**src/rtl/imem_port_arbiter.sv**
```systemverilog
// imem_port_arbiter: shares one single-ported instruction RAM between CPU fetch and the loader/debug port.
// Latency: grant drives the memory in the request cycle; the read response is returned exactly one cycle later.
// Backpressure: combinational readies, one grant per cycle; fetch wins unless the loader holds lock or is starved.
module imem_port_arbiter #(
  parameter int ADDR_W     = 10,
  parameter int DATA_W     = 32,
  parameter int STARVE_MAX = 4
) (
  input  logic              clk,
  input  logic              rst_n,
  input  logic              f_req_valid,
  output logic              f_req_ready,
  input  logic [31:0]       f_addr,
  input  logic              f_flush,
  output logic              f_rvalid,
  output logic [DATA_W-1:0] f_rdata,
  input  logic              l_req_valid,
  output logic              l_req_ready,
  input  logic              l_we,
  input  logic [31:0]       l_addr,
  input  logic [DATA_W-1:0] l_wdata,
  input  logic              l_lock,
  output logic              l_rsp_valid,
  output logic [DATA_W-1:0] l_rdata,
  output logic              mem_en,
  output logic              mem_we,
  output logic [ADDR_W-1:0] mem_addr,
  output logic [DATA_W-1:0] mem_wdata,
  input  logic [DATA_W-1:0] mem_rdata
);

  localparam int              CNT_W   = $clog2(STARVE_MAX + 1);
  localparam logic [CNT_W-1:0] CNT_MAX = CNT_W'(STARVE_MAX);

  typedef enum logic [1:0] {
    OWN_NONE  = 2'd0,
    OWN_FETCH = 2'd1,
    OWN_LOAD  = 2'd2
  } owner_t;

  owner_t           owner_q, owner_d;
  logic             load_we_q, load_we_d;
  logic [CNT_W-1:0] starve_cnt, starve_cnt_d;
  logic             f_gnt, l_gnt, starved;
  logic             unused_addr_bits;

  // Byte-lane and out-of-range address bits never reach the memory.
  assign unused_addr_bits = ^{f_addr[31:ADDR_W+2], f_addr[1:0], l_addr[31:ADDR_W+2], l_addr[1:0]};

  // Loader is owed a slot once fetch has won STARVE_MAX times in a row against it.
  assign starved = l_req_valid && (starve_cnt == CNT_MAX);

  // Arbitration: lock and starvation force the loader, otherwise an unflushed fetch wins.
  // Readies are held low during reset so nothing is accepted while the owner tag is cleared.
  always_comb begin
    f_req_ready = 1'b0;
    l_req_ready = 1'b0;
    if (rst_n) begin
      if (l_lock || starved)
        l_req_ready = 1'b1;
      else if (f_req_valid && !f_flush)
        f_req_ready = 1'b1;
      else
        l_req_ready = 1'b1;
    end
  end

  assign f_gnt = f_req_ready && f_req_valid;
  assign l_gnt = l_req_ready && l_req_valid;

  // Memory port follows the granted requester; idle cycles drive all zeros.
  always_comb begin
    mem_en    = 1'b0;
    mem_we    = 1'b0;
    mem_addr  = '0;
    mem_wdata = '0;
    if (f_gnt) begin
      mem_en   = 1'b1;
      mem_addr = f_addr[ADDR_W+1:2];
    end else if (l_gnt) begin
      mem_en    = 1'b1;
      mem_we    = l_we;
      mem_addr  = l_addr[ADDR_W+1:2];
      mem_wdata = l_wdata;
    end
  end

  // State register: response owner tag and starvation counter; reset drops any in-flight response.
  always_ff @(posedge clk or negedge rst_n) begin
    if (!rst_n) begin
      owner_q    <= OWN_NONE;
      load_we_q  <= 1'b0;
      starve_cnt <= '0;
    end else begin
      owner_q    <= owner_d;
      load_we_q  <= load_we_d;
      starve_cnt <= starve_cnt_d;
    end
  end

  // Next state: tag whoever was granted; count fetch wins only while the loader is waiting.
  always_comb begin
    owner_d      = OWN_NONE;
    load_we_d    = 1'b0;
    starve_cnt_d = starve_cnt;
    if (f_gnt) begin
      owner_d = OWN_FETCH;
    end else if (l_gnt) begin
      owner_d   = OWN_LOAD;
      load_we_d = l_we;
    end
    if (!l_req_valid || l_gnt)
      starve_cnt_d = '0;
    else if (f_gnt && (starve_cnt != CNT_MAX))
      starve_cnt_d = starve_cnt + CNT_W'(1);
  end

  // Response outputs: a redirect in the response cycle kills the fetch data; loader writes ack with zero data.
  always_comb begin
    f_rvalid    = (owner_q == OWN_FETCH) && !f_flush;
    f_rdata     = '0;
    l_rsp_valid = (owner_q == OWN_LOAD);
    l_rdata     = '0;
    if ((owner_q == OWN_FETCH) && !f_flush)
      f_rdata = mem_rdata;
    if ((owner_q == OWN_LOAD) && !load_we_q)
      l_rdata = mem_rdata;
  end

endmodule

```
**config.mk**
```make
export PLATFORM = sky130hd
export DESIGN_NAME = imem_port_arbiter
export DESIGN_NICKNAME = d
export VERILOG_FILES = /design/src/rtl/imem_port_arbiter.sv
export SDC_FILE = /design/constraint.sdc
export NUM_CORES = 1
export LEC_CHECK = 0
export CAP_MARGIN = 10
export CORE_AREA = 2 2 95 97
export DETAILED_ROUTE_END_ITERATION = 10
export DIE_AREA = 0 0 97 99
export PLACE_DENSITY = 0.66
export REMOVE_ABC_BUFFERS = 1
export SETUP_SLACK_MARGIN = 0.4
export SLEW_MARGIN = 10
export SYNTH_ARGS = -nofsm -noshare
export SYNTH_HDL_FRONTEND = slang
export SYNTH_SLANG_ARGS = --single-unit
```
**constraint.sdc**
```tcl
create_clock -name clk -period 2.7 [get_ports clk]
set_input_delay 0.81 -clock clk [delete_from_list [all_inputs] [get_ports clk]]
set_output_delay 0.81 -clock clk [all_outputs]
set_load 0.005 [all_outputs]
```
---- After elaboration in Yosys (flattened, before gate mapping) ----
Index checks and enable logic that the tools add are counted.
storage, ports and cells
  flip-flop bits (word level) ............. 6
  output and inout port bits .............. 112
cells by class
  $add $sub $neg .......................... 1
  equal/unequal tests ..................... 4
  mux-type cells .......................... 20
  reductions and logical operators ........ 13
operator list
  cell                   number
  $mux W32               4
  $mux W10               2
  $mux W1                10
  $logic_and A1 B1 Y1    7
  $mux W3                2
  $mux W2                2
  $add A3 B1 Y3 const B  1
  $eq A3 B3 Y1 const B   1
  $logic_not A1 Y1       3
  $ne A3 B3 Y1 const B   1
  $eq A2 B1 Y1 const B   1
  $eq A2 B2 Y1 const B   1
  $logic_or A1 B1 Y1     2
  $reduce_bool A2 Y1     1

---- Depth between registers and ports, before layout ----
  depth in word-level cells ............... 9
  mapped depth ............................ 6

---- Worst setup path before layout ----
Ideal clock, no wire load.
  kind .................................... input -> output
  start point ............................. input port f_flush
  end point ............................... output port mem_addr[4]
  arrival time ............................ 1.680 ns
  slack ................................... 0.210 ns
  stages .................................. 4
  buffers on the path ..................... 1
  cell sequence ........................... nor2_1 > nand3_2 > buf_2 > mux2i_1
between the ends
  longest elaborated chain between the ends .. 8
  elaborated cells on any way between the ends .. 12
  those cells by class .................... mux (8); reduce/logical (4)
RTL lines
  what                   RTL line  RTL
  start: declaration     14        input logic f_flush,
  $logic_not A1 Y1 *     61        else if (f_req_valid && !f_flush)
  $logic_and A1 B1 Y1 *  61
  $mux W1                61
  $mux W1                59        if (l_lock || starved)
  $mux W1                58        if (rst_n) begin
  $logic_and A1 B1 Y1    69        assign l_gnt = l_req_ready && l_req_valid;
  $mux W10               80        end else if (l_gnt) begin
  $mux W10 *             77        if (f_gnt) begin
  end: declaration       27        output logic [ADDR_W-1:0] mem_addr,
Every way passes the cells marked *; elsewhere a longest branch is shown, timed or not.

---- Worst setup path in the final report ----
  start point ............................. input port f_flush
  end point ............................... output port f_rdata[24]
between the ends
  longest elaborated chain between the ends .. 3
RTL lines
  what                 RTL line  RTL
  $logic_not A1 Y1     124       if ((owner_q == OWN_FETCH) && !f_flush)
  $logic_and A1 B1 Y1  124
  $mux W32             124
  end: declaration     16        output logic [DATA_W-1:0] f_rdata,
No other way between the ends.

==> flow_summary.yaml <==
outcome:
  run_status: "finished, violations left"
  violations: "setup timing"
cts:
  cts_tree: "yes"
  worst_case_clock_buffer_depth: 2
  tritoncts.num_buffers: 3
  cts.sinks: 6
  cts_max_level: 1
  cts_hold_buf: 0
  clk_transition_reported_paths_ns: 0.04
  insertion_delay_ns: 0.23
  ctsRootBufferMaster: "sky130_fd_sc_hd__clkbuf_8"
worst_hold_path:
  holdCritPathClass: "reg -> reg"
grt:
  pin_count_of_the_biggest_net_entering_global_routing: 21
  grt_overflow_total: 0
  number_of_global_route_vias_before_repair: 2135
  grt_util_all_layers_pct: 14.4
  antenna_found_initial: 0
  grt_first_pass_wirelength_microns: 11200
die:
  die_height_microns: 99
  die_width_microns: 97
  core_region_area_sq_mm: 0.00855
  start_util_pct: 13.8
  rows: 34
  i_o_pin_cnt: 247
  die_area_sq_mm: 0.00960
synthesis:
  synth_area_sq_mm: 0.00118
  synth.distinct_cells: 21
  syn_avg_cell_area_sq_um: 6.88
  synth.ff_latch_count: 6
  yosysWarningCount: 0
  synth_cells: 172
  synth_sequential_area_ratio_pct: 12.7
placement:
  buffer_ports.inserted: 202
  placement.cell_area_sq_mm: 0.00347
  place.detailed.hpwl_microns: 5060
  gp_congestion: 0.840
run:
  max-cap-violations: 0
sta:
  rsz_0062_raised_after_global_routing: "yes"
  period_utilisation_layout_pct: 100
  post-route-min-period_ns: 2.70
  final.setup.worst_slack_ns: -0.0000993
  tightestPinTransition_ns: 0.236
  timing.fmax_mhz: 370
  hold_violations: 0
  worst_slew_slack_as_a_fraction_of_its_limit_pct: 84.1
  final-setup-viol-count: 1
  timing.final.max_slew_violations: 0
  worst_clock_skew_ns: 0.00618
finish:
  final_core_util_pct: 50.5
  n_antenna_cell: 0
  finish.net_count: 565
  final_layout_size_suffix_gt1_share_pct: 64.8
  area_delta_synth_final_pct: 265
  final_cell_area_sq_mm: 0.00432
  fillCellCount: 772
worst_setup_path:
  critical-path-slowest-cell: "sky130_fd_sc_hd__nor3b_4"
  worst-endpoint-arrival_ns: 1.89
  critical_path.cell_chain: "buf_8 > buf_6 > nor3b_4 > buf_4 > buf_6 > buf_16 > buf_8 > and2_1 > buf_2"
  end_kind: "primary output"
  cp.required_ns: 1.89
  startpoint_type: "primary input"
  timing.critical_path.buf_inv: 7
  crit_type: "in -> out"
  critPathMaxFanout: 5
  worst_path_dominant_cell_family: "buffers and inverters"
  max_stage_delay_on_crit_path_ns: 0.18
drt:
  wl_microns: 7690
  route.detailed.wl_per_inst_microns: 14.4
  drt_drc_violations_left: 0
  vias: 2165
  initialDrtViolationCount: 23
  ant_nets: 0
  viasPerCell: 4.05
  detail_route.first_pass.iterations: 4
pwr:
  leakage_power_of_the_design_nw: 2.19
  p_per_area_mw_per_mm2: 163
  peakVddDrop_uv: 116
==> stage by stage <==
| stage | hold WS, ns | TNS, ns | total power, W | cells | worst slack [ns] |
|---|---|---|---|---|---|
| 6_report | 0.604 | -0.0000993 | 0.000705 | 534 | -0.0000993 |
| 2_1_floorplan | 0.514 | -14.83 | 0.000168 | 160 | -0.458 |
| 4_1_cts | 0.585 | 0 | 0.000661 | 529 | 0.0290 |
| 3_5_place_dp | 0.578 | -53.56 | 0.000452 | 490 | -0.807 |
| 5_1_grt | 0.664 | -1.25 | 0.000745 | 534 | -0.0493 |
| 3_3_place_gp | 0.556 | -51.51 | 0.000447 | 490 | -0.767 |
==> layer usage <==
metal  GRT usage (%)  wire [microns]  vias up
met5               0               0        -
met4            3.25             102        0
met3            2.13             443        8
met2            28.6            4240      115
met1            16.2            2910      993
li1                -               -     1049
==> cells in the mapped netlist, drive strengths merged <==
cell type | instances | area share (%)
nand2 | 23 | 7.3
nor3b | 1 | 0.63
buf | 4 | 3.3
inv | 4 | 1.3
o22ai | 1 | 0.53
nor4 | 1 | 0.53
clkbuf | 8 | 2.5
nand3 | 3 | 2.1
nor3 | 1 | 0.42
ha | 2 | 2.1
mux2i | 10 | 8.5
nor2 | 3 | 0.95
nor2b | 2 | 1.1
a311oi | 1 | 2.2
dfrtp | 6 | 13
a31oi | 1 | 0.53
a21oi | 2 | 0.85
and2 | 98 | 52
o32ai | 1 | 0.74
==> tightest hold or removal path, stage by stage, from the launching register on <==
cell and delay, ns:
sky130_fd_sc_hd__dfrtp_1 0.36, sky130_fd_sc_hd__inv_2 0.06, sky130_fd_sc_hd__nand3_1 0.06, sky130_fd_sc_hd__o22ai_1 0.07
==> cell type report <==
type                       count  area, sq um  share of cell area [%]
clock buffer                   3         41.3                   0.956
inverter                       4         15.0                   0.348
multi-input combinational    150         1240                    28.7
sequential                     6          150                    3.48
tap                          108          135                    3.13
timing repair buffer         263         2740                    63.4
==> placed cells by master, fill, tap and decap left out, drive strengths merged, types with 3 or more instances in the layout <==
cell and count:
and2 98, mux2i 10, inv 4, clkdlybuf4s50 55
dfrtp 6, nand2 23, nand3 3, clkbuf 4
dlygate4sd2 29, nor2 3, buf 176
==> worst paths after layout <==
path | slack (ns) | from | cells after the start | end
min | 0.60 | starve_cnt[0] | 3 | starve_cnt[0]
min reg2reg | 0.60 | starve_cnt[0] | 3 | starve_cnt[0]
max reg2reg | 0.97 | starve_cnt[1] | 10 | load_we_q
max in group asynchronous | 1.85 | rst_n | 3 | load_we_q
min in group asynchronous | 0.66 | rst_n | 3 | starve_cnt[0]
max | -0.0001 | f_flush | 9 | f_rdata[24]
==> state kept, by name, indices dropped and copies added, names as in the netlist <==
| register | count |
|---|---|
| starve_cnt | 3 |
| owner_q | 2 |
| load_we_q | 1 |
==> timing repair <==
action                                 in CTS  in global routing
setup buffers                              26                  4
gates resized for setup                   620                 95
gates cloned                               10                  1
setup endpoints to repair                 111                103
endpoints found under the hold margin       0                  0
pin swaps                                  73                 13
==> power by group <==
group          internal [W]  switching [W]
clock network     0.0000961      0.0000429
logic              0.000324       0.000147
registers         0.0000926     0.00000169
total              0.000513       0.000192
==> cells by family (layout without fill, tap and decap cells) <==
logic type / Yosys count / in the layout / synth area share, %
AND/OR/NAND/NOR: 132 / 132 / 64.8
multiplexers: 10 / 10 / 8.46
buffers and inverters: 16 / 270 / 7.08
adder cells (fa/ha/maj): 2 / 2 / 2.11
flip-flops: 6 / 6 / 12.7
AO/OA/AOI/OAI: 6 / 6 / 4.86
(Power assumes the default switching activity.)
